--- config.mk ---
export PLATFORM = sky130hd
export DESIGN_NAME = keypad_event_queue
export DESIGN_NICKNAME = d
export VERILOG_FILES = /design/src/rtl/keypad_event_queue.sv
export SDC_FILE = /design/constraint.sdc
export NUM_CORES = 1
export LEC_CHECK = 0
export CORE_MARGIN = 2
export CORE_UTILIZATION = 56
export CTS_BUF_LIST = sky130_fd_sc_hd__clkbuf_4 sky130_fd_sc_hd__clkbuf_8 sky130_fd_sc_hd__clkbuf_16
export DETAILED_ROUTE_END_ITERATION = 12
export PLACE_DENSITY = 0.78
export SLEW_MARGIN = 25
export SYNTH_ARGS = -nofsm -noshare
export SYNTH_HDL_FRONTEND = slang
export SYNTH_SLANG_ARGS = --single-unit
--- constraint.sdc ---
create_clock -name Clock -period 3.86 [get_ports Clock]
set_input_delay 0.386 -clock Clock [delete_from_list [all_inputs] [get_ports Clock]]
set_output_delay 0.386 -clock Clock [all_outputs]
set_load 0.005 [all_outputs]
--- src/rtl/keypad_event_queue.sv ---
// Keypad front end: column scan, per-key debounce, press/release/repeat event
// generation and an event FIFO drained through a valid/ack handshake.
module keypad_event_queue #(
  parameter int ROWS         = 4,
  parameter int COLS         = 4,
  parameter int SCAN_DIV     = 1000,
  parameter int DEBOUNCE     = 3,
  parameter int DEPTH        = 8,
  parameter int REPEAT_EN    = 0,
  parameter int REPEAT_DELAY = 30,
  parameter int REPEAT_RATE  = 8,
  localparam int KEYS        = ROWS * COLS,
  localparam int KW          = (KEYS > 1) ? $clog2(KEYS) : 1,
  localparam int EW          = KW + 2
) (
  input  logic            Clock,
  input  logic            Reset,
  input  logic [ROWS-1:0] H,
  output logic [COLS-1:0] V,
  output logic            out_valid,
  output logic [EW-1:0]   out_evt,
  input  logic            ack,
  output logic            overflow,
  input  logic            clr_ovf,
  output logic [1:0]      emit_state_o
);

  localparam int CW   = (COLS > 1) ? $clog2(COLS) : 1;
  localparam int SW   = $clog2(SCAN_DIV);
  localparam int DW   = $clog2(DEBOUNCE + 1);
  localparam int AW   = $clog2(DEPTH);
  localparam int RMAX = (REPEAT_DELAY > REPEAT_RATE) ? REPEAT_DELAY : REPEAT_RATE;
  localparam int RW   = $clog2(RMAX + 1);

  localparam logic [DW-1:0] DB_LAST  = DW'(DEBOUNCE - 1);
  localparam logic [SW-1:0] DIV_LAST = SW'(SCAN_DIV - 1);
  localparam logic [CW-1:0] COL_LAST = CW'(COLS - 1);
  localparam logic [KW-1:0] KEY_LAST = KW'(KEYS - 1);

  localparam logic [1:0] E_IDLE = 2'd0;
  localparam logic [1:0] E_WALK = 2'd1;
  localparam logic [1:0] E_REP  = 2'd2;

  // Valid/ready contract on the consumer side: out_valid stays high while the
  // FIFO holds an event, out_evt is stable until the cycle in which ack is
  // seen with out_valid high, and ack without out_valid has no effect.

  // ---------------- column scanner ----------------
  logic            active_q;
  logic [CW-1:0]   col_q, col_d;
  logic [SW-1:0]   div_q, div_d;
  logic            frame_q;
  logic            sample;
  logic [KEYS-1:0] raw_q, raw_d;

  assign sample = active_q && (div_q == DIV_LAST);

  always_comb begin
    col_d = col_q;
    div_d = div_q;
    if (active_q) begin
      if (sample) begin
        div_d = '0;
        col_d = (col_q == COL_LAST) ? '0 : col_q + 1'b1;
      end else begin
        div_d = div_q + 1'b1;
      end
    end
  end

  always_comb begin
    V = '0;
    for (int c = 0; c < COLS; c++) begin
      V[c] = active_q && (col_q == CW'(c));
    end
  end

  always_comb begin
    raw_d = raw_q;
    if (sample) begin
      for (int r = 0; r < ROWS; r++) begin
        for (int c = 0; c < COLS; c++) begin
          if (col_q == CW'(c)) raw_d[r*COLS+c] = H[r];
        end
      end
    end
  end

  always_ff @(posedge Clock) begin
    if (!Reset) begin
      active_q <= 1'b0;
      col_q    <= '0;
      div_q    <= '0;
      frame_q  <= 1'b0;
      raw_q    <= '0;
    end else begin
      active_q <= 1'b1;
      col_q    <= col_d;
      div_q    <= div_d;
      frame_q  <= sample && (col_q == COL_LAST);
      raw_q    <= raw_d;
    end
  end

  // ---------------- per-key debounce ----------------
  logic [KEYS-1:0] db_q, db_d;
  logic [KEYS-1:0] chg_q, chg_d;
  logic [KEYS-1:0] flip;
  logic [DW-1:0]   cnt_q [KEYS];
  logic [DW-1:0]   cnt_d [KEYS];

  always_comb begin
    db_d  = db_q;
    chg_d = chg_q;
    flip  = '0;
    for (int k = 0; k < KEYS; k++) begin
      cnt_d[k] = cnt_q[k];
      if (frame_q) begin
        chg_d[k] = 1'b0;
        if (raw_q[k] == db_q[k]) begin
          cnt_d[k] = '0;
        end else if (cnt_q[k] == DB_LAST) begin
          flip[k]  = 1'b1;
          db_d[k]  = ~db_q[k];
          cnt_d[k] = '0;
          chg_d[k] = 1'b1;
        end else begin
          cnt_d[k] = cnt_q[k] + 1'b1;
        end
      end
    end
  end

  always_ff @(posedge Clock) begin
    if (!Reset) begin
      db_q  <= '0;
      chg_q <= '0;
      for (int k = 0; k < KEYS; k++) cnt_q[k] <= '0;
    end else begin
      db_q  <= db_d;
      chg_q <= chg_d;
      for (int k = 0; k < KEYS; k++) cnt_q[k] <= cnt_d[k];
    end
  end

  // ---------------- event emitter ----------------
  logic [1:0]    est_q, est_d;
  logic [KW-1:0] idx_q, idx_d;
  logic          push;
  logic [EW-1:0] push_evt;
  logic          rep_take;
  logic          rep_pend;
  logic [KW-1:0] rep_code;

  // One walk per frame; the extra E_REP slot keeps repeats after the walk.
  always_comb begin
    est_d    = est_q;
    idx_d    = idx_q;
    push     = 1'b0;
    push_evt = '0;
    rep_take = 1'b0;
    case (est_q)
      E_IDLE: begin
        if (frame_q) begin
          est_d = E_WALK;
          idx_d = '0;
        end
      end
      E_WALK: begin
        if (chg_q[idx_q]) begin
          push     = 1'b1;
          push_evt = {~db_q[idx_q], 1'b0, idx_q};
        end
        if (idx_q == KEY_LAST) est_d = E_REP;
        else                   idx_d = idx_q + 1'b1;
      end
      E_REP: begin
        rep_take = 1'b1;
        if (rep_pend) begin
          push     = 1'b1;
          push_evt = {2'b01, rep_code};
        end
        est_d = E_IDLE;
      end
      default: est_d = E_IDLE;
    endcase
  end

  always_ff @(posedge Clock) begin
    if (!Reset) begin
      est_q <= E_IDLE;
      idx_q <= '0;
    end else begin
      est_q <= est_d;
      idx_q <= idx_d;
    end
  end

  assign emit_state_o = est_q;

  // ---------------- auto-repeat ----------------
  if (REPEAT_EN != 0) begin : g_rep
    logic          act_q;
    logic          pend_q;
    logic [KW-1:0] key_q;
    logic [RW-1:0] rcnt_q;
    logic [KW-1:0] hi;
    logic          any_press;

    // Highest code newly pressed this frame becomes the repeat candidate.
    always_comb begin
      hi        = '0;
      any_press = 1'b0;
      for (int k = 0; k < KEYS; k++) begin
        if (flip[k] && !db_q[k]) begin
          hi        = KW'(k);
          any_press = 1'b1;
        end
      end
    end

    always_ff @(posedge Clock) begin
      if (!Reset) begin
        act_q  <= 1'b0;
        pend_q <= 1'b0;
        key_q  <= '0;
        rcnt_q <= '0;
      end else begin
        if (rep_take) pend_q <= 1'b0;
        if (frame_q) begin
          if (any_press) begin
            act_q  <= 1'b1;
            key_q  <= hi;
            rcnt_q <= RW'(REPEAT_DELAY);
          end else if (act_q && flip[key_q]) begin
            act_q <= 1'b0;
          end else if (act_q) begin
            if (rcnt_q == RW'(1)) begin
              pend_q <= 1'b1;
              rcnt_q <= RW'(REPEAT_RATE);
            end else begin
              rcnt_q <= rcnt_q - 1'b1;
            end
          end
        end
      end
    end

    assign rep_pend = pend_q;
    assign rep_code = key_q;
  end else begin : g_norep
    logic unused_rep;
    assign unused_rep = ^{rep_take, flip};
    assign rep_pend   = 1'b0;
    assign rep_code   = '0;
  end

  // ---------------- event FIFO ----------------
  logic [EW-1:0] mem_q [DEPTH];
  logic [AW-1:0] wr_q, rd_q;
  logic [AW:0]   fcnt_q;
  logic          ovf_q;
  logic          full, pop, wr_en, drop;

  assign full      = (fcnt_q == (AW+1)'(DEPTH));
  assign out_valid = (fcnt_q != '0);
  assign pop       = out_valid && ack;
  assign wr_en     = push && (!full || pop);
  assign drop      = push && full && !pop;
  assign out_evt   = out_valid ? mem_q[rd_q] : '0;
  assign overflow  = ovf_q;

  always_ff @(posedge Clock) begin
    if (wr_en) mem_q[wr_q] <= push_evt;
  end

  always_ff @(posedge Clock) begin
    if (!Reset) begin
      wr_q   <= '0;
      rd_q   <= '0;
      fcnt_q <= '0;
      ovf_q  <= 1'b0;
    end else begin
      if (wr_en) wr_q <= wr_q + 1'b1;
      if (pop)   rd_q <= rd_q + 1'b1;
      case ({wr_en, pop})
        2'b10:   fcnt_q <= fcnt_q + 1'b1;
        2'b01:   fcnt_q <= fcnt_q - 1'b1;
        default: fcnt_q <= fcnt_q;
      endcase
      // A drop in the same cycle as clr_ovf wins so no loss goes unreported.
      if (drop)         ovf_q <= 1'b1;
      else if (clr_ovf) ovf_q <= 1'b0;
    end
  end

endmodule

# == After elaboration in Yosys (flattened, before gate mapping) ==
# Memory sizes are Yosys's and may differ from the RTL's. A register that Yosys moved wholly into a read port is not among the register bits.
# Cells that the tools add are included.
# Widths: inputs -> output; s select.
# op_classes
addsub,23
magnitude_cmp,1
n_eq_ne,44
mux,122
bitwise,49
reduce_logical,42
# ops
op,n
$mux 2,67
$reduce_and 3->1,17
$mux 1,42
$eq 2x2->1 const B,19
$add 2x1->2 const B,17
$not 1->1,33
$mux 6,3
$eq 1x1->1,16
$or 1x1->1,16
$pmux 4 s2,2
$reduce_and 2->1,6
$add 10x1->10 const B,1
$eq 10x10->1 const B,1
$logic_and 1x1->1,10
$mux 10,1
$add 4x1->4 const B,2
$bmux 1 s4,2
$eq 4x4->1 const B,2
$mux 4,2
$add 3x1->3 const B,2
$eq 2x1->1 const B,3
$mux 3,2
$ne 2x2->1 const B,3
$reduce_bool 2->1,3
7 further kinds,9
# totals
reg_bits,79
mem_bits_rw,80
in_bits,8
output_inout_bits,14
wordCells,314
n_memories,2
# mem_list
name,words,word_bits,rd,rd_clocked_by_memory_dff,wr,line,text
mem_q,8,6,1,1,1,259,logic [EW-1:0] mem_q [DEPTH];
cnt_q,16,2,16,0,16,109,logic [DW-1:0] cnt_q [KEYS];

# == Longest topological paths before layout ==
# Gate-level depths: netlist (run 1).
# depth
depth_word,7
depth_mapped,14
ltp_nobuf,11

# == Worst setup path after synthesis (run 1) ==
# OpenSTA, ideal clock, no wires.
# synth_timing
path_kind,reg-to-reg
startpoint,register idx_q[1]
endpoint,register fcnt_q[2]
arrival_ns,2.536
required_time_ns,3.784
path_slack_ns,1.249
stages_incl_launch_ff,14
n_path_buf,2
period_less_slack_ns,2.611
cell_sequence,dfxtp_1 -> buf_2 -> nor2b_1 -> a22o_1 -> a211o_1 -> a21o_1 -> buf_6 -> ha_1 -> xor2_1 -> ha_1 -> a21oi_1 -> xor2_1 -> or3_1 -> a21boi_0
# synth_between
elab_chain_len,7
elab_cells_between_ends,9
cone_classes,2 x eq/ne; 5 x mux; 2 x reduce/logical
# synth_rtl
element,line,text
start: declaration,148,"logic [KW-1:0] idx_q, idx_d;"
start signal: assignment,195,idx_q <= idx_d;
$bmux 1 s4 (*),170,if (chg_q[idx_q]) begin
$mux 1 (implied by the code) (*),170,
$mux 1 (*),170,
$mux 1 (*),n/a,
$logic_and 1x1->1 (*),268,assign wr_en = push && (!full || pop);
$eq 2x1->1 or $eq 2x2->1 (tied branches),286,"case ({wr_en, pop})"
$pmux 4 s2 or $reduce_bool 2->1 (tied branches),n/a,
end signal: assignment,287,2'b10: fcnt_q <= fcnt_q + 1'b1;
end signal: assignment,288,2'b01: fcnt_q <= fcnt_q - 1'b1;
end signal: assignment,289,default: fcnt_q <= fcnt_q;
end: declaration,261,logic [AW:0] fcnt_q;
# Every way passes the cells marked *; elsewhere a longest branch is shown, timed or not. The select of a mux whose other input is x is not followed.
# A chain may end at the register's enable or synchronous reset.

# == Final worst setup path (run 1) ==
# layout_timing
startpoint,register idx_q[0]
endpoint,register fcnt_q[2]
# The elaborated chain is that of the path after synthesis.

==> results of run 1 <==
[final timing paths]
check / end / cells past startpoint / slack [ns]
min reg2reg: raw_q[11] / 2 / 0.50
max: fcnt_q[2] / 11 / 0.34
min: raw_q[11] / 2 / 0.50
max reg2reg: fcnt_q[2] / 11 / 0.34
[through the flow]
step,hold WS [ns],setup WS (ns)
after global placement,0.486,0.635
final,0.503,0.338
after detailed placement,0.493,0.465
after global routing,0.534,0.143
after CTS,0.500,0.327
after floorplan,0.414,1.25
[where the power goes]
part           leakage, nW  internal (mW)  switching, mW  total, mW
clock network        0.279          0.922          0.616       1.54
registers             1.34           1.65        0.00311       1.65
logic                 1.19         0.0202         0.0213     0.0415
total                 2.81           2.59          0.640       3.23
[synth_stat cells, types with 11 or more instances]
library cell  number  area [um^2]
dfxtp_1          114         2280
a21boi_0          19          143
inv_1             21         78.8
clkbuf_1          22         82.6
nand2_1           54          203
nand3_1           24          120
nand3b_1          17          128
nor2_1            20         75.1
and2_1            31          194
o21a_1            16          120
mux4_2            12          270
ha_1              11          138
mux2i_1           49          490
xnor2_1           25          219
o22ai_1           16          100
nor3_1            34          170
nor2b_1           56          350
edfxtp_1          40         1200
[cells by family (layout without fill, tap and decap cells)]
logic type,Yosys count,count (layout)
xor gates and xnor gates,32,32
and+or+nand+nor,267,267
buffers and inverters,57,80
muxes,65,65
AOI/OAI and AO/OA,76,76
DFF,154,154
adders and majority gates,11,11
other,1,1
[registers in the layout (all words and copies together), names as in the netlist, named ones only]
| register | cells |
|---|---|
| overflow | 1 |
| chg_q | 16 |
| col_q | 2 |
| mem_q | 40 |
| idx_q | 4 |
| rd_q | 3 |
| emit_state_o | 2 |
| wr_q | 3 |
| raw_q | 16 |
| fcnt_q | 4 |
| div_q | 10 |
| cnt_q | 32 |
| active_q | 1 |
| frame_q | 1 |
| db_q | 16 |
[worst max-delay path, delay by kind of cell (launching register included)]
kind / cells / cell delay, ns
AO/OA/AOI/OAI: 5 / 0.97
flip-flops: 1 / 0.82
adder cells (fa/ha/maj): 2 / 0.54
XOR/XNOR: 2 / 0.41
multiplexers: 1 / 0.39
AND/OR/NAND/NOR: 1 / 0.32
[per-layer routing]
metal	global-route usage, %	part of all wire (%)	up-vias
met5	0	0	-
met4	8.25	1.7	0
met3	6.49	4.9	18
met2	38.0	52	83
met1	24.6	42	2302
li1	-	-	2350
[area by class of cell]
type	count	share of cell area [%]
Sequential cell	154	44.4
Multi-Input combinational cell	452	41.6
Clock buffer	23	6.53
Timing Repair Buffer	29	3.35
Tap cell	168	2.68
Inverter	21	1.00
Clock inverter	7	0.494
[placed cells by master, fill, tap and decap left out, types with 17 or more instances in the layout]
cell type        Yosys  layout
clkbuf_16            0      18
nand2_1             54      54
dfxtp_1            114     113
nor2_1              20      20
xnor2_1             25      25
and2_1              31      31
inv_1               21      21
clkdlybuf4s50_1      0      19
nand3_1             24      24
nor3_1              34      34
edfxtp_1            40      40
nand3b_1            17      17
a21boi_0            19      19
mux2i_1             49      49
nor2b_1             56      56
==> results by stage, run 1 <==
Status:
- The flow ran to the end, and the final reports show no timing, DRC or antenna violations.

Routing:
- The total wire length after detailed routing is 13,300 um.
- The number of detailed-route iterations in the first pass is 5.
- The detail-routed net length per standard cell is 15.5 um.
- Dividing the detail-routed via count by the number of cells gives 5.57.
- The detail route stage leaves a number of antenna-violating nets equal to 0.
- Summing over every cut layer, the via total after detailed routing is 4,753.
- The detailed router finished its first iteration with 254 violations.
- For this run, design rule violations remaining after detail routing come to 0.

Layout:
- The final layout contains 694 nets.
- The filler cell count in the final layout is 946.
- The repair_antennas step left the layout with diodes totalling 0.
- The count of non-filler cells in the finished layout is 854.
- In the final layout, the share of cells above drive strength 1 is 8.45%.
- The area taken by multi-input logic gates is 3260 um^2.
- Cells fill 64.8% of the core in the end.
- Across the whole layout, storage elements account for 3480 um^2.
- The post-synthesis to final-layout area growth is 12.3%.
- Once layout is done, the placed cells without fillers occupy 7850 um^2.

Yosys:
- The async set or reset register ratio after synthesis is 0%.
- The cell area that synthesis handed to floorplanning was 6990 um^2.
- The synthesized netlist devotes 7.60% of its cell area to compound gates.
- The count of yosys warnings during synthesis is 0.
- Averaged over all synthesized cells, the footprint is 10.5 um^2.
- The post-synthesis sequential area ratio is 49.8%.
- The synthesized netlist devotes 21.1% of its cell area to simple gates.
- The portion of synthesized area spent on multiplexers is 12.0%.
- After synthesis the netlist holds a flip-flop and latch count of 154.
- The net count after synthesis is 682.
- Of the total synthesized cell area, the portion taken by XOR and XNOR cells is 4.01%.
- After synthesis, the netlist uses 51 different library cells.
- The leading register cell type out of synthesis is dfxtp_1.
- The synthesized netlist devotes 1.97% of its cell area to adder and majority cells.
- In this run, synthesis inferred 40 flip-flops with an integrated enable.
- The instance count of the mapped netlist is 663.
- The dominant combinational cell family by area after synthesis is simple AND/OR/NAND/NOR gates.

Die:
- The total area inside the core boundary comes to 12,100 um^2.
- The number of rows created at floorplan is 40.
- The y dimension of the die is 116 um.
- The floorplan step defined a die boundary enclosing 13,400 um^2.
- The number of primary I/O pins is 22.
- The initial utilization of the core area, before any placement, comes to 57.7%.
- The die width is 116 um.

Clocking:
- The post-cts hold buffer count is 0.
- The post-cts sizing count is 0.
- The TritonCTS clock tree is done.
- The clock root buffer master is clkbuf_16.
- The number of H-tree branching levels is 4.
- Post-CTS timing repair inserted 0 buffers for setup.
- The clock latency on the worst-skew pair is 0.42 ns.
- The number of buffers created by CTS is 17.
- No sink is reached through more buffers than the 2 on the longest clock path.
- The total clock sinks is 154.
- The clock slew seen by the registers of the worst setup and hold paths is 0.06 ns.

Global routing:
- In the global route stage, overall resource usage came out at 21.5%.
- The via count of the first global-routing pass is 4,675.
- The total grt overflow is 0.
- Entering global routing, the biggest net connects 64 pins.
- The first global-routing pass estimated 22,300 um of wire.
- The number of antenna violations at the first check in global routing came to 0.

Placed design:
- Summed over all nets, the half-perimeter wirelength after detailed placement is 9130 um.
- Summing all placed instances gives a cell area of 7300 um^2.
- Input and output buffers added on the ports amount to 20.
- The last weighted congestion value of the routability-driven placer is 0.766.
- In this run, placement finished with an instance count of 824.

Critical path:
- Of all nets on the critical path, the largest fanout is 16.
- The endpoint arrival time on the critical path is 3.87 ns.
- The critical path is of the flop to flop type.
- The signal on the critical path passes through mux2_1 > o211ai_1 > a211o_1 > a21o_1 > ha_1 > xor2_1 > ha_1 > a21oi_1 > xor2_1 > or3_1 > a21boi_0.
- The most critical setup path has its startpoint at idx_q[0].
- The worst setup path is captured at a flop.
- The required time of the critical path is 4.21 ns.
- The worst setup path is launched from a flop.
- The delay of the slowest critical-path stage is 0.82 ns.
- The startpoint identified for the worst register-to-register timing path is idx_q[0].
- The library cell contributing the largest single delay on the critical path is dfxtp_1.

STA:
- For the pin with the worst max-slew slack, the measured transition is 0.938 ns.
- Based on the critical path, the design can be clocked at up to 284 MHz.
- Setup violations remaining at the end of the flow were counted as 0.
- The setup skew after layout is 0.00612 ns.
- Setup repair after global routing left no endpoint under its margin.
- The number of slew-limit violations in the final report is 0.
- The post-route minimum period is 3.52 ns.
- Measured against its own limit, the worst slew margin works out to 36.6%.
- The final clock period utilization by the worst path is 91.2%.
- Setup total negative slack on the finished layout was measured at 0 ns.
- The final count of hold timing violations is 0.

Flow run:
- The number of max-capacitance violations reported is 0.

Power:
- Power comes to 3.23 mW.
- The reported leakage power is 2.81 nW.
- Dividing total power by cell area gives a power density of 412 nW/um^2.
- Across the VDD grid, the largest voltage drop is 0.291 mV.

Hold path:
- The worst hold path begins at raw_q[11].
- The type of the most critical hold path is flop to flop.
No activity file was read; power rests on OpenSTA's default activity.
==> inputs of run 2 (changes only) <==
--- a/config.mk
+++ b/config.mk
@@ -6,10 +6,11 @@
 export NUM_CORES = 1
 export LEC_CHECK = 0
 export CORE_MARGIN = 2
-export CORE_UTILIZATION = 56
+export CORE_UTILIZATION = 40
 export CTS_BUF_LIST = sky130_fd_sc_hd__clkbuf_4 sky130_fd_sc_hd__clkbuf_8 sky130_fd_sc_hd__clkbuf_16
 export DETAILED_ROUTE_END_ITERATION = 12
-export PLACE_DENSITY = 0.78
+export DONT_BUFFER_PORTS = 1
+export PLACE_DENSITY = 0.58
 export SLEW_MARGIN = 25
 export SYNTH_ARGS = -nofsm -noshare
 export SYNTH_HDL_FRONTEND = slang
==> run 2 against run 1 <==
Compared with the run above: non-clock buffer count fell by 19; sequential power barely moved; clock-buffer cell count fell by 1; sequential share of layout area rose by 0.33 points; die area rose by 39%; maximum frequency rose by 4.0%; global-route usage fell by 6.2 points; critical path depth rose by 1; power rose by 3.6%; first-iteration DRC count fell by 2.8%; clock skew rose by 0.00078 ns; core utilization fell by 19 points; critical endpoint unchanged.
==> results by stage, run 2 (synthesis results as in run 1) <==
Clocking:
- The cell sitting at the root of the clock tree is a clkbuf_16.
- The clock slew seen by the registers of the worst setup and hold paths is 0.06 ns.
- The number of buffers on the longest clock path is 2.
- The clock latency on the worst-skew pair is 0.42 ns.
- The TritonCTS clock tree is done.
- The number of H-tree branching levels is 4.
- The number of buffers created by CTS is 17.
- After clock tree synthesis, the repair step resized 0 gates.
- The clock net in this run drives a total of 154 sinks.

Hold path:
- The hold-critical path depth is 2.
- The type of the most critical hold path is input pin to flop.
- The startpoint identified for the worst hold timing path is H[1].
- The endpoint with the worst hold slack is raw_q[7].

Power:
- The worst vdd rail ir drop is 0.331 mV.
- The reported leakage power is 2.75 nW.
- Internal power comes to 2.69 mW.
- The share of total power dissipated in sequential elements is 49.4%.
- The switching power of the nets is 0.658 mW.
- Net switching is 19.6% of the power.
- The power per cell area is 429 nW/um^2.
- The power share of the combinational group is 0.5%.
- The share of total power in the clock network is 50.2%.

STA:
- Setup violations remaining at the end of the flow were counted as 0.
- The clock arrives with 0.00689 ns of skew.
- The worst-case headroom to the max-slew limit is 42.2%.
- The number of slew-limit violations in the final report was 0.
- The slew at the pin closest to its max-slew limit is 0.860 ns.
- The worst path needs 3.39 ns of the cycle, external delays included.
- The final-layout setup total negative slack is 0 ns.
- The final count of hold timing violations is 0.
- The highest clock frequency the design can meet is 295 MHz.
- The final setup slack of the worst path is 0.475 ns.
- Of the available clock period, the critical path in the final layout requires 87.7%.
- Setup repair after global routing left no endpoint under its margin.

Die:
- The total area inside the core boundary comes to 17,200 um^2.
- The number of primary I/O pins is 22.
- The die footprint is 18,600 um^2.
- The floorplan has 48 rows.
- The die width is 136 um.
- The initial utilization of the core area, before any placement, comes to 40.7%.
- The y dimension of the die is 136 um.

Critical path:
- STA classifies the critical path endpoint as a flop.
- Along the worst path, the maximum fanout reaches 12.
- The critical path launch point is idx_q[0].
- In this run the critical register-to-register path is captured at fcnt_q[2].
- STA classifies the critical path startpoint as a flop.
- Across all register-to-register paths, the minimum setup slack is 0.47 ns.
- The worst register-to-register path has a depth of 12.
- The kind of critical path is flop to flop.
- Data arrives at the worst endpoint at 3.74 ns.
- STA puts the critical path data required time at 4.22 ns.
- The beginning of the worst register-to-register path is idx_q[0].

Global routing:
- The via count of the first global-routing pass was 4,391.
- The total grt overflow is 0.
- Global routing consumed, over all layers together, 15.4% of the routing resources.
- Entering global routing, the biggest net connects 112 pins.
- The number of antenna violations at the first check in global routing was 0.
- The first global-routing pass estimated 21,900 um of wire.

Flow run:
- The number of max-capacitance violations reported is 0.

Layout:
- Counting the fill cells in the layout gives 1,598.
- In the final layout, the registers with the most flip-flops are mem_q x40, cnt_q x32.
- The register with the most flip-flops in the layout has 40 of them.
- The number of antenna diodes is 0.
- The post-route netlist has 8.97% of its cells at a drive strength greater than 1.
- The post-synthesis to final-layout area growth is 11.5%.
- Leaving out fill and tap cells, the most frequent cell in the layout is dfxtp_1.
- The library cells used most frequently in the layout, excluding fill and tap cells, are dfxtp_1 (113), nor2b_1 (56), nand2_1 (54).
- At the end of the flow, the number of nets in the layout was 675.
- Ranked by flip-flop count, first place goes to mem_q.

Placed design:
- The count of buffers from port buffering is 0.
- The post-detailed-placement half-perimeter wirelength is 9140 um.
- The last weighted congestion value of the routability-driven placer is 0.749.
- At the placement stage, the worst setup path has a slack of 0.542 ns.

Routing:
- The count of vias placed by the detailed router is 4,585.
- The post-detailed-route count of antenna-violating nets is 0.
- Using the TritonRoute via totals, the vias-per-cell ratio works out to 5.13.
- For this run, the detailed router's first-pass iteration total came to 5.
- The DRC violation total after the first TritonRoute iteration is 247.
- The final layout contains routed wiring with a total length of 13,300 um.
- The total DRC errors in the routed layout is 0.
- In the final routed layout, each cell accounts on average for 14.9 um.

Status:
- The flow ran to the end, and the final reports show no timing, DRC or antenna violations.
==> run 2: cell count changes in the layout (fill, tap and decap cells not counted), moves of 2 or more <==
cell,change
clkinvlp_4,+3
bufinv_16,+2
clkdlybuf4s50_1,-19
clkinv_2,-3
clkbuf_4,+2
clkbuf_8,-3
==> run 2: layout make-up <==
| cell class | instances | area [um^2] | share of cell area [%] |
|---|---|---|---|
| Sequential cell | 154 | 3480 | 44.7 |
| Multi-Input combinational cell | 452 | 3270 | 42.0 |
| Clock buffer | 22 | 487 | 6.24 |
| Tap cell | 225 | 282 | 3.61 |
| Clock inverter | 10 | 115 | 1.48 |
| Inverter | 21 | 78.8 | 1.01 |
| Timing Repair Buffer | 10 | 77.6 | 0.995 |
==> run 2: routing by layer <==
layer  track usage [%]  part of all wire, %  up-vias
li1                  -                    -     2316
met1              19.7                   48     2180
met2              24.9                   47       72
met3              4.70                  3.8       17
met4              4.86                  1.1        0
met5                 0                    0        -
==> run 2: worst max-delay path by stage <==
stage,to,slack (ns),depth (start not counted)
detailed placement,fcnt_q[2],0.54,12
global placement,fcnt_q[2],0.66,12
global route,fcnt_q[2],0.21,12
floorplan,fcnt_q[2],1.25,13
CTS,fcnt_q[2],0.50,12
finish,fcnt_q[2],0.47,12
==> run 2: what timing repair did <==
item,4_1_cts,5_1_grt
hold endpoints to repair,1,0
buffers inserted,0,0
hold buffers,1,0
==> run 2: power groups by stage <==
| stage | clock [mW] | sequential, mW | combinational [mW] |
|---|---|---|---|
| after detailed placement | 0 | 1.69 | 0.0156 |
| final | 1.68 | 1.65 | 0.0161 |
| after floorplan | 0 | 1.69 | 0.0279 |
| after global routing | 1.79 | 1.65 | 0.0176 |
| after global placement | 0 | 1.69 | 0.0154 |
| after CTS | 1.72 | 1.65 | 0.0164 |
==> run 2: metrics by stage <==
stage,util [%],hold WS [ns],power (mW),std cells,area (um^2)
global placement,41.8,0.419,1.70,861,7180
detailed placement,41.8,0.420,1.70,861,7180
finish,45.4,0.105,3.35,894,7790
global route,45.4,0.0712,3.46,894,7790
floorplan,-,0.414,1.71,663,6990
CTS,45.3,0.0686,3.39,894,7790
==> run 2: worst max-delay path, cell delays in order (launching register included) <==
cell and delay, ns:
dfxtp_1 0.64, buf_4 0.26, mux2i_1 0.22, a22o_1 0.16, a211o_1 0.18, a21o_1 0.42
ha_1 0.35, xor2_1 0.22, ha_1 0.19, a21oi_1 0.05, xor2_1 0.17, or3_1 0.30
a21boi_0 0.15
==> inputs of run 3 (changes only) <==
--- a/config.mk
+++ b/config.mk
@@ -5,6 +5,7 @@
 export SDC_FILE = /design/constraint.sdc
 export NUM_CORES = 1
 export LEC_CHECK = 0
+export CORE_ASPECT_RATIO = 0.9
 export CORE_MARGIN = 2
 export CORE_UTILIZATION = 40
 export CTS_BUF_LIST = sky130_fd_sc_hd__clkbuf_4 sky130_fd_sc_hd__clkbuf_8 sky130_fd_sc_hd__clkbuf_16
@@ -15,3 +16,4 @@
 export SYNTH_ARGS = -nofsm -noshare
 export SYNTH_HDL_FRONTEND = slang
 export SYNTH_SLANG_ARGS = --single-unit
+export TNS_END_PERCENT = 1
==> run 3 against run 2 <==
Compared with the run above: via count down 0.28%; clock power up 7%; clock skew up 0.0040 ns; sequential power hardly changed; critical path depth decreased by 1; non-clock buffer count rose by 1; register-to-register slack gained 0.18 ns; die area hardly changed; clock-buffer cell count unchanged; critical endpoint unchanged.
==> results by stage, run 3 (synthesis results as in run 1) <==
Power:
- For this design the ratio of total power to cell area is 441 nW/um^2.
- The clock network burns 51.9% of the power.
- The cell-internal power is 2.81 mW.
- The switching power of the nets is 0.652 mW.
- Power comes to 3.47 mW.
- The reported leakage power is 2.78 nW.
- The sequential power share is 47.7%.
- The worst vdd rail ir drop is 0.295 mV.
- The fraction of power spent switching nets is 18.8%.
- The power share of the combinational group is 0.5%.

Routing:
- For this block, the routed nets add up to 13,000 um of wire.
- Before antenna repair, the detailed router went through 6 iterations.
- The count of vias placed by the detailed router is 4,572.
- After detailed routing, the average wire length per cell comes to 14.4 um.
- After detailed routing, the number of remaining DRC violations is 0.
- The detailed router finished its first iteration with 282 violations.
- The routed via count divided by cell count is 5.05.
- The post-detailed-route count of antenna-violating nets is 0.

Clocking:
- After clock tree synthesis, the clock-pin slew on the worst setup and hold paths is 0.06 ns.
- The number of setup buffers added after CTS is 0.
- The number of buffers on the longest clock path is 2.
- Clock latency on the worst-skew pair, taken at its later pin, is 0.42 ns.
- CTS placed an instance of clkbuf_16 at the clock tree root.
- Counting the buffers created by CTS gives 17.
- The TritonCTS clock tree is done.
- CTS built an H-tree with a depth of 4.
- The total clock sinks is 154.

Placed design:
- The last weighted congestion value of the routability-driven placer is 0.805.
- The post-detailed-placement half-perimeter wirelength is 8990 um.
- The total placed instance area is 7200 um^2.
- The count of buffers from port buffering is 0.

Critical path:
- The critical path in this run is classified as flop to flop.
- The kind of launch point of the worst setup path is a flop.
- The endpoint arrival time on the critical path is 3.52 ns.
- Data on the critical path is required at its endpoint by 4.18 ns.
- The largest individual stage delay along the critical path comes from the cell dfxtp_1.
- The worst setup path is captured at a flop.
- The delay of the slowest critical-path stage is 0.82 ns.
- Walking the worst path, the cells encountered are mux2i_1 > a22o_1 > a211o_1 > a21o_1 > ha_1 > xor2_1 > ha_1 > a21oi_1 > xor2_1 > or3_1 > a21boi_0.
- Setup slack on the worst reg-to-reg path comes out at 0.66 ns.
- In this run the worst path has a maximum fanout of 16.

STA:
- The setup skew after layout is 0.0109 ns.
- The number of slew-limit violations in the final report came to 0.
- The minimum hold slack is 0.101 ns.
- The post-route minimum period is 3.20 ns.
- For the pin with the worst max-slew slack, the measured transition is 0.771 ns.
- For this run, the top clock speed supported by timing is 312 MHz.
- The final-layout setup total negative slack is 0 ns.
- The final setup violation count is 0.
- Setup repair after global routing left no endpoint under its margin.
- In the finished design, the share of the clock period the worst path needs comes to 83.0%.
- The final count of hold timing violations is 0.
- Headroom to the max-slew limit came out at 48.5%.

Layout:
- The register with the most flip-flops in the layout has 40 of them.
- In the layout the commonest cells are dfxtp_1 (113), nor2b_1 (56), nand2_1 (54).
- The final layout contains 676 nets.
- 0 antenna diodes ended up in the layout.
- The largest registers in the layout are mem_q x40, cnt_q x32.
- The post-route netlist has 8.96% of its cells at a drive strength greater than 1.
- The total non-filler cell area in the finished layout is 7850 um^2.
- The most common cell after layout, fill and taps aside is dfxtp_1.
- The post-synthesis to final-layout area growth is 12.3%.
- The register with the most flip-flops in the final layout is mem_q.

Hold path:
- The path class of the tightest hold or removal check is input pin to flop.

Global routing:
- The global-route wire length before repair is 22,000 um.
- The pin count of the biggest net entering global routing is 112.
- In the global route stage, overall resource usage came out at 15.3%.
- The number of antenna violations at the first check in global routing is 0.
- The via count of the first global-routing pass came to 4,496.
- The total grt overflow is 0.

Die:
- In this run the horizontal extent of the chip is 143 um.
- Once the floorplan was initialized, standard cells occupied 41.1% of the core.
- The core region is 17,000 um^2.
- Pin placement for this block handled 22 I/O pins.
- In this run the vertical extent of the chip is 129 um.
- The number of rows created at floorplan is 45.
- The die footprint is 18,600 um^2.

Flow run:
- The tool flagged a number of max-cap violations equal to 0.

Status:
- The run finished with clean final reports.
-- run 3: cell types whose count changed in the layout (fill, tap and decap cells not counted) --
cell	change
clkbuf_8	-1
nor4bb_1	+1
clkinv_4	+2
bufinv_16	+2
nor4bb_2	-1
clkinvlp_4	-2
buf_4	+1
clkbuf_4	+1
clkinv_2	-1
inv_4	-1
-- run 3: metal layers --
metal  routed length [um]  track usage [%]  vias to the layer above  part of all wire [%]
met5                    0                0                        -                     0
met4                  126             4.67                        0                  0.97
met3                  532             4.29                       11                   4.1
met2                 6020             24.9                       73                    46
met1                 6310             19.9                     2173                    49
li1                     -                -                     2315                     -
-- run 3: critical path, delay by kind of cell (launching register included) --
| kind | cells | cell delay [ns] |
|---|---|---|
| XOR/XNOR | 2 | 0.25 |
| AO/OA/AOI/OAI | 5 | 1.10 |
| multiplexers | 1 | 0.19 |
| AND/OR/NAND/NOR | 1 | 0.31 |
| adder cells (fa/ha/maj) | 2 | 0.42 |
| flip-flops | 1 | 0.82 |
-- run 3: area by class of cell --
cell class / count / area (um^2)
clock buffer: 22 / 480
clock inverter: 10 / 166
fill: 1584 / 9150
inverter: 21 / 78.8
multi-input combinational: 452 / 3260
sequential: 154 / 3480
tap: 235 / 294
timing repair buffer: 11 / 85.1
-- run 3: power by group through the flow --
stage          Sequential (mW)  Combinational (mW)  Clock, mW
2_1_floorplan             1.69              0.0279          0
6_report                  1.65              0.0164       1.80
4_1_cts                   1.65              0.0166       1.84
3_5_place_dp              1.69              0.0157          0
5_1_grt                   1.65              0.0176       1.92
3_3_place_gp              1.69              0.0153          0
-- run 3: repair_timing --
action | 4_1_cts | 5_1_grt
hold buffers | 1 | 0
endpoints found under the hold margin | 1 | 0
gates resized for setup | 0 | 0
-- run 3: stage by stage --
step | utilization [%] | instances | worst slack, ns
finish | 46.2 | 905 | 0.657
CTS | 46.2 | 905 | 0.597
global placement | 42.3 | 872 | 0.832
floorplan | - | 663 | 1.25
detailed placement | 42.3 | 872 | 0.694
global route | 46.2 | 905 | 0.400
-- run 3: worst paths after layout --
check               to  cells past startpoint      start
max          fcnt_q[2]                     11   idx_q[0]
min           div_q[2]                      1      Reset
max reg2reg  fcnt_q[2]                     11   idx_q[0]
min reg2reg  raw_q[15]                      2  raw_q[15]
